--- src/rtl/sap_board_io.sv ---
// sap_board_io: board-level run control and I/O for the SAP core.
// Generates the core clock-enable (free-run divider or debounced single
// step), stretches reset into a fixed-length core clear, latches the core
// output port and drives a selectable LED bank.
//
// Handshake: there is no valid/ready pair here. cpu_ce is a one-cycle
// strobe; the output port is captured on the edge where cpu_ce and out_ld
// are both high, and out_valid marks the cycle after that capture.
module sap_board_io #(
    parameter int OUT_W      = 8,
    parameter int LED_N      = 5,
    parameter int DIV        = 4,
    parameter int CLR_CYCLES = 16
) (
    input  logic             clk,
    input  logic             clr,
    input  logic             run_mode,
    input  logic             step_btn,
    input  logic             halt,
    input  logic             out_ld,
    input  logic [OUT_W-1:0] out_data,
    input  logic [1:0]       led_sel,
    output logic             cpu_ce,
    output logic             core_clr,
    output logic [OUT_W-1:0] out_reg,
    output logic             out_valid,
    output logic [LED_N-1:0] led
);

    localparam int CNT_W = (CLR_CYCLES > 1) ? $clog2(CLR_CYCLES) : 1;
    localparam int DIV_W = (DIV > 1) ? $clog2(DIV) : 1;
    localparam logic [CNT_W-1:0] CLR_LAST = CNT_W'(CLR_CYCLES - 1);
    localparam logic [DIV_W-1:0] DIV_LAST = DIV_W'(DIV - 1);

    typedef enum logic {
        HOLD = 1'b0,
        RUN  = 1'b1
    } state_t;

    state_t           state_q, state_d;
    logic [CNT_W-1:0] clr_cnt_q, clr_cnt_d;
    logic [DIV_W-1:0] div_q, div_d;
    logic             ce_d;
    logic             mode_q;
    logic             sync1_q, sync2_q, step_d_q, step_rise_q;
    logic             heartbeat_q;
    logic [LED_N-1:0] led_d;

    // Clear-stretcher state and edge counter registers
    always_ff @(posedge clk or negedge clr) begin
        if (!clr) begin
            state_q   <= HOLD;
            clr_cnt_q <= '0;
            core_clr  <= 1'b1;
        end else begin
            state_q   <= state_d;
            clr_cnt_q <= clr_cnt_d;
            core_clr  <= (state_d == HOLD);
        end
    end

    // Clear-stretcher next state: leave HOLD on the CLR_CYCLES-th edge
    always_comb begin
        state_d   = state_q;
        clr_cnt_d = clr_cnt_q;
        case (state_q)
            HOLD: begin
                if (clr_cnt_q == CLR_LAST) begin
                    state_d   = RUN;
                    clr_cnt_d = '0;
                end else begin
                    clr_cnt_d = clr_cnt_q + CNT_W'(1);
                end
            end
            RUN: begin
                state_d = RUN;
            end
            default: begin
                state_d   = HOLD;
                clr_cnt_d = '0;
            end
        endcase
    end

    // Step button synchronizer, registered rising-edge detect, mode sample
    always_ff @(posedge clk or negedge clr) begin
        if (!clr) begin
            sync1_q     <= 1'b0;
            sync2_q     <= 1'b0;
            step_d_q    <= 1'b0;
            step_rise_q <= 1'b0;
            mode_q      <= 1'b0;
        end else begin
            sync1_q     <= step_btn;
            sync2_q     <= sync1_q;
            step_d_q    <= sync2_q;
            step_rise_q <= sync2_q & ~step_d_q;
            mode_q      <= run_mode;
        end
    end

    // Clock-enable source: divider in free-run, step pulse otherwise.
    // A step pulse that lands during halt, HOLD or a mode switch is dropped.
    always_comb begin
        div_d = div_q;
        ce_d  = 1'b0;
        if (state_q != RUN) begin
            div_d = '0;
        end else if (run_mode != mode_q) begin
            div_d = '0;
        end else if (halt) begin
            div_d = div_q;
        end else if (run_mode) begin
            if (div_q == DIV_LAST) begin
                div_d = '0;
                ce_d  = 1'b1;
            end else begin
                div_d = div_q + DIV_W'(1);
            end
        end else begin
            ce_d = step_rise_q;
        end
    end

    // Divider and clock-enable registers
    always_ff @(posedge clk or negedge clr) begin
        if (!clr) begin
            div_q  <= '0;
            cpu_ce <= 1'b0;
        end else begin
            div_q  <= div_d;
            cpu_ce <= ce_d;
        end
    end

    // Output port latch, load strobe and heartbeat, all keyed on cpu_ce
    always_ff @(posedge clk or negedge clr) begin
        if (!clr) begin
            out_reg     <= '0;
            out_valid   <= 1'b0;
            heartbeat_q <= 1'b0;
        end else begin
            out_valid <= cpu_ce & out_ld;
            if (cpu_ce && out_ld) begin
                out_reg <= out_data;
            end
            if (cpu_ce) begin
                heartbeat_q <= ~heartbeat_q;
            end
        end
    end

    // LED source select
    always_comb begin
        led_d = '0;
        case (led_sel)
            2'd0: led_d = out_reg[LED_N-1:0];
            2'd1: led_d = out_reg[OUT_W-1 -: LED_N];
            2'd2: begin
                for (int i = 0; i < LED_N; i++) begin
                    if (i >= 3) begin
                        led_d[i] = heartbeat_q;
                    end
                end
                led_d[0] = core_clr;
                led_d[1] = halt;
                led_d[2] = run_mode;
            end
            default: led_d = '0;
        endcase
    end

    // LED drive register
    always_ff @(posedge clk or negedge clr) begin
        if (!clr) begin
            led <= '0;
        end else begin
            led <= led_d;
        end
    end

endmodule

--- config.mk ---
export PLATFORM = sky130hd
export DESIGN_NAME = sap_board_io
export DESIGN_NICKNAME = d
export VERILOG_FILES = /design/src/rtl/sap_board_io.sv
export SDC_FILE = /design/constraint.sdc
export NUM_CORES = 1
export LEC_CHECK = 0
export ABC_AREA = 1
export CAP_MARGIN = 20
export CORE_MARGIN = 3
export CORE_UTILIZATION = 45
export CTS_CLUSTER_SIZE = 20
export DETAILED_ROUTE_END_ITERATION = 8
export GPL_ROUTABILITY_DRIVEN = 0
export PLACE_DENSITY_LB_ADDON = 0.1
export SLEW_MARGIN = 10
export SYNTH_ARGS = -nofsm -noshare
export SYNTH_HDL_FRONTEND = slang
export SYNTH_SLANG_ARGS = --single-unit
--- constraint.sdc ---
create_clock -name clk -period 1.6 [get_ports clk]
set_clock_uncertainty 0.15 [all_clocks]
set_input_delay 0.32 -clock clk [delete_from_list [all_inputs] [get_ports clk]]
set_output_delay 0.32 -clock clk [all_outputs]
set_load 0.1 [all_outputs]
# Word-level counts from Yosys, hierarchy flattened
# Cells that the tools add are included.
# word_totals
input_bits	16
output_inout_bits	16
regBits	29
# op_classes
eq_ne	7
muxes	14
add_sub_neg	2
reduce_logical	3
bitwise_logic	6
# op_table
op	n
one-hot mux 5 bit (3 select lines)	1
2-to-1 mux 2 bit	5
2-to-1 mux 1 bit	6
inequality test 3 x 2 -> 1 bit (second input constant)	2
adder 4 x 1 -> 4 bit (second input constant)	1
== test 2 bit (second input constant)	2
== test 4 bit (second input constant)	1
2-to-1 mux 4 bit	1
inverter 1 bit	4
adder 2 x 1 -> 2 bit (second input constant)	1
bitwise AND 1 bit	2
== test 2 x 1 -> 1 bit (second input constant)	1
logical NOT 2 bit	1
one-hot mux 1 bit (2 select lines)	1
AND reduction 2 bit	1
logical AND 1 bit	1
inequality test 1 bit	1

# Depth between registers and ports, before layout
# logic_depth
depth_word	6
depth_mapped	6

# Worst setup path before layout
# Ideal clock, no wire load.
# synth_path
path_kind	register -> register
from	reg cpu_ce
to	reg out_reg[3]
period_less_slack_ns	1.660
stages_incl_launch_ff	5
t_arrival_ns	1.443
setup_time_ns	0.068
required_ns	1.382
path_slack_ns	-0.060
path_cell_list	dfrtp_1 nand2_2 inv_2 nand2_1 nand2_1
# synth_between
elab_chain_len	1
# synth_lines
element	line	text
from (decl)	23	output logic cpu_ce,
from (signal assigned)	129	cpu_ce <= 1'b0;
from (signal assigned)	132	cpu_ce <= ce_d;
logical AND 1 bit	144	if (cpu_ce && out_ld) begin
to (signal assigned)	145	out_reg <= out_data;
to (decl)	25	output logic [OUT_W-1:0] out_reg,
# Every way passes these cells.
# A chain may end at the register's enable or synchronous reset.

# Final worst setup path
# layout_path
from	reg core_clr
to	out core_clr
# layout_lines
element	line	text
from (decl)	24	output logic core_clr,
from (signal assigned)	58	core_clr <= (state_d == HOLD);
# No word-level cell between the ends.

==> results <==
- The areal power density over the cells is 1450 nW/um^2.
- During synthesis, Yosys emitted a total of 0 warnings.
- The number of global-route vias before repair is 920.
- Of all nets on the critical path, the largest fanout is 2.
- The cell class contributing the biggest share of worst-path delay is flip-flops.
- By area, the combinational part of the netlist is dominated by simple AND/OR/NAND/NOR gates.
- The count of buffers added on input and output ports is 31.
- The count of nets left with antenna violations once routing finished came out at 0.
- The critical path startpoint category is a register.
- The number of H-tree branching levels is 2.
- The post-placement cell area is 1670 um^2.
- Entering global routing, the biggest net connects 30 pins.
- The tightest min-delay check is of the primary input to asynchronous set/reset pin type.
- Summed over all cells, the static leakage comes to 0.895 nW.
- The x dimension of the die is 56.3 um.
- The area of all placed cells without fillers is 1760 um^2.
- The placed wire-length estimate is 1790 um.
- The synthesized netlist cell count is 122.
- The die covers 3170 um^2.
- The fraction of layout cells with a size suffix above 1 is 19.6%.
- The synthesized netlist devotes 1.98% of its cell area to compound gates.
- The routed length per instance is 13.0 um.
- The final count of negative-setup-slack endpoints is 0.
- The combined global-route utilization of all metal layers is 18.2%.
- Counting the buffers created by CTS gives 5.
- After routing, the total negative slack on setup checks comes to 0 ps.
- The slowest stage cell on the critical path is dfstp_2.
- The number of antenna violations at the first check in global routing was 0.
- The clock sink total is 29.
- The worst-case vdd ir drop is 1.25 mV.
- The number of buffers and inverters on the critical path is 1.
- The maximum clock frequency is 0.642 GHz.
- The clock tree root driver cell is clkbuf_4.
- Synthesis instantiated 15 different standard cells from the library.
- The final number of hold-violating endpoints is 0.
- For this block, the via count after detailed routing is 960.
- The layout overhead on the synthesized area is 54.4%.
- The number of iterations in the first detailed-routing pass is 6.
- The area fraction in and, or, nand and nor cells after synthesis is 26.5%.
- Max-cap violations in this run came to 0.
- The global-route wire length before repair is 4220 um.
- The worst setup path is of the register to output port kind.
- Summed over all layers, the routed wires come to 2490 um.
- The total count of max-transition violations in the final report is 0.
- For the finished layout, the period the worst path requires is 1560 ps.
- The synthesized design contains 29 register bits.
- Before CTS, the worst setup slack after placement is 118 ps.
- The core box area is 2300 um^2.
- Setup slack closes at 41.2 ps.
- The height of the die is 56.3 um.
- Setup repair after global routing left no endpoint under its margin.
- The later pin in the worst-skew pair is clocked with a latency of 330 ps.
- The required time at the endpoint of the critical path is 1130 ps.
- After synthesis, the mean cell area works out to 9.33 um^2.
- The detailed router finished its first iteration with 24 violations.
- The count of pins on the block boundary is 32.
- The floorplan has 17 rows.
- Multiplexer cells account for 0% of the synthesized area.
- The register with the most flip-flops in the layout has 8 of them.
- After detailed routing, the number of remaining DRC violations is 0.
- The area of the mapped netlist is 1140 um^2.
- The flow ran to the end, and the final reports show no timing, DRC or antenna violations.
- The TritonCTS clock tree is done.
- The net total in the final layout is 180.
- The synthesized-area fraction occupied by xor and xnor cells is 1.54%.
- Total power for the finished layout comes to 2.54 mW.
- On the worst path, the slowest cell contributes a delay of 580 ps.
- Synthesis produced a netlist with a net count of 140.
- The clock passes through at most 2 buffers.
- Sequential cells were found to cover 63.8% of the synthesized design area.
- The number of hold buffers added after CTS is 0.
- The worst path uses 97.4% of the clock period.
- Data on the critical path arrives at its endpoint at 1090 ps.
- The endpoint class of the critical path is an output port.
- The via density per instance is 5.03.
- Traced cell by cell, the critical path runs through buf_12.
- After clock tree synthesis, the repair step resized 0 gates.
- The adder-cell share of the synthesized area is 2.20%.
- The actual transition at the worst max-transition pin is 271 ps.
- The clock transition at the registers of the reported paths is 90 ps.
- Summed over all layers, the global routing overflow is 0.
- The starting density of the core is 49.6%.
- The number of inserted diodes is 0.
- The worst slew margin relative to its limit is 81.9%.
[where the power goes]
group / switching (mW) / total (mW) / internal, mW / leakage (nW)
combinational: 0.638 / 0.986 / 0.348 / 0.484
sequential: 0.106 / 0.931 / 0.825 / 0.366
clock: 0.253 / 0.626 / 0.373 / 0.0455
[logic make-up after synthesis]
logic type	Yosys count
xor gates and xnor gates	2
DFF	29
buffers and inverters	12
and+or+nand+nor	73
adders and majority gates	2
AOI/OAI and AO/OA	4
[synth_stat cells]
library cell   n  area, um^2
a21oi_1        2        10.0
dfrtp_1       28         701
dfstp_2        1        26.3
ha_1           2        25.0
inv_1         10        37.5
inv_2          2        7.51
nand2_1       51         191
nand2_2        1        6.26
nand3_1       14        70.1
nand4_1        1        6.26
nor2_1         4        15.0
nor2_2         2        12.5
o211ai_1       1        7.51
o21ai_0        1        5.00
xor2_1         2        17.5
[area by class of cell]
type	instances	area (um^2)
sequential	29	728
timing repair buffer	33	498
inverter	12	45.0
clock buffer	7	55.1
fill	158	539
tap	28	35.0
multi-input combinational	81	367
clock inverter	1	30.0
[final timing paths]
kind,start,endpoint,slack [ps],cells after the start
worst min-delay path,clr,div_q[0],190,2
max in group asynchronous,clr,core_clr,890,2
min in group clk,sync1_q,sync2_q,220,0
worst max-delay path,core_clr,core_clr,40,1
worst max register to register,clr_cnt_q[0],clr_cnt_q[2],370,4
worst min register to register,sync1_q,sync2_q,220,0
[layer usage]
metal / global-route usage [%] / wire length, um / up-vias
met2: 28.0 / 1220 / 46
met4: 12.2 / 104 / 0
li1: - / - / 461
met3: 8.97 / 213 / 11
met1: 19.6 / 944 / 442
met5: 0 / 0 / -
[through the flow]
step | hold slack, ps | std cells | util (%)
final | 185 | 191 | 76.5
after global routing | 181 | 191 | 76.5
after CTS | 178 | 190 | 76.2
after detailed placement | 202 | 182 | 72.5
after global placement | 182 | 182 | 72.5
after floorplan | -126 | 122 | -
[layout by cell type (no fill, tap or decap)]
master / n
a21oi_1: 2
buf_12: 17
buf_4: 1
bufinv_16: 1
clkbuf_1: 1
clkbuf_4: 5
clkbuf_8: 1
clkdlybuf4s50_1: 15
dfrtp_1: 27
dfrtp_2: 1
dfstp_2: 1
ha_1: 2
inv_1: 10
inv_2: 2
nand2_1: 51
nand2_2: 1
nand3_1: 14
nand4_1: 1
nor2_1: 4
nor2_2: 2
o211ai_1: 1
o21ai_0: 1
xor2_1: 2
[timing repair]
item                       4_1_cts  5_1_grt
buffers inserted                 0        1
setup endpoints to repair        0        1
hold endpoints to repair         0        0
Power figures use the tool's default switching activity.
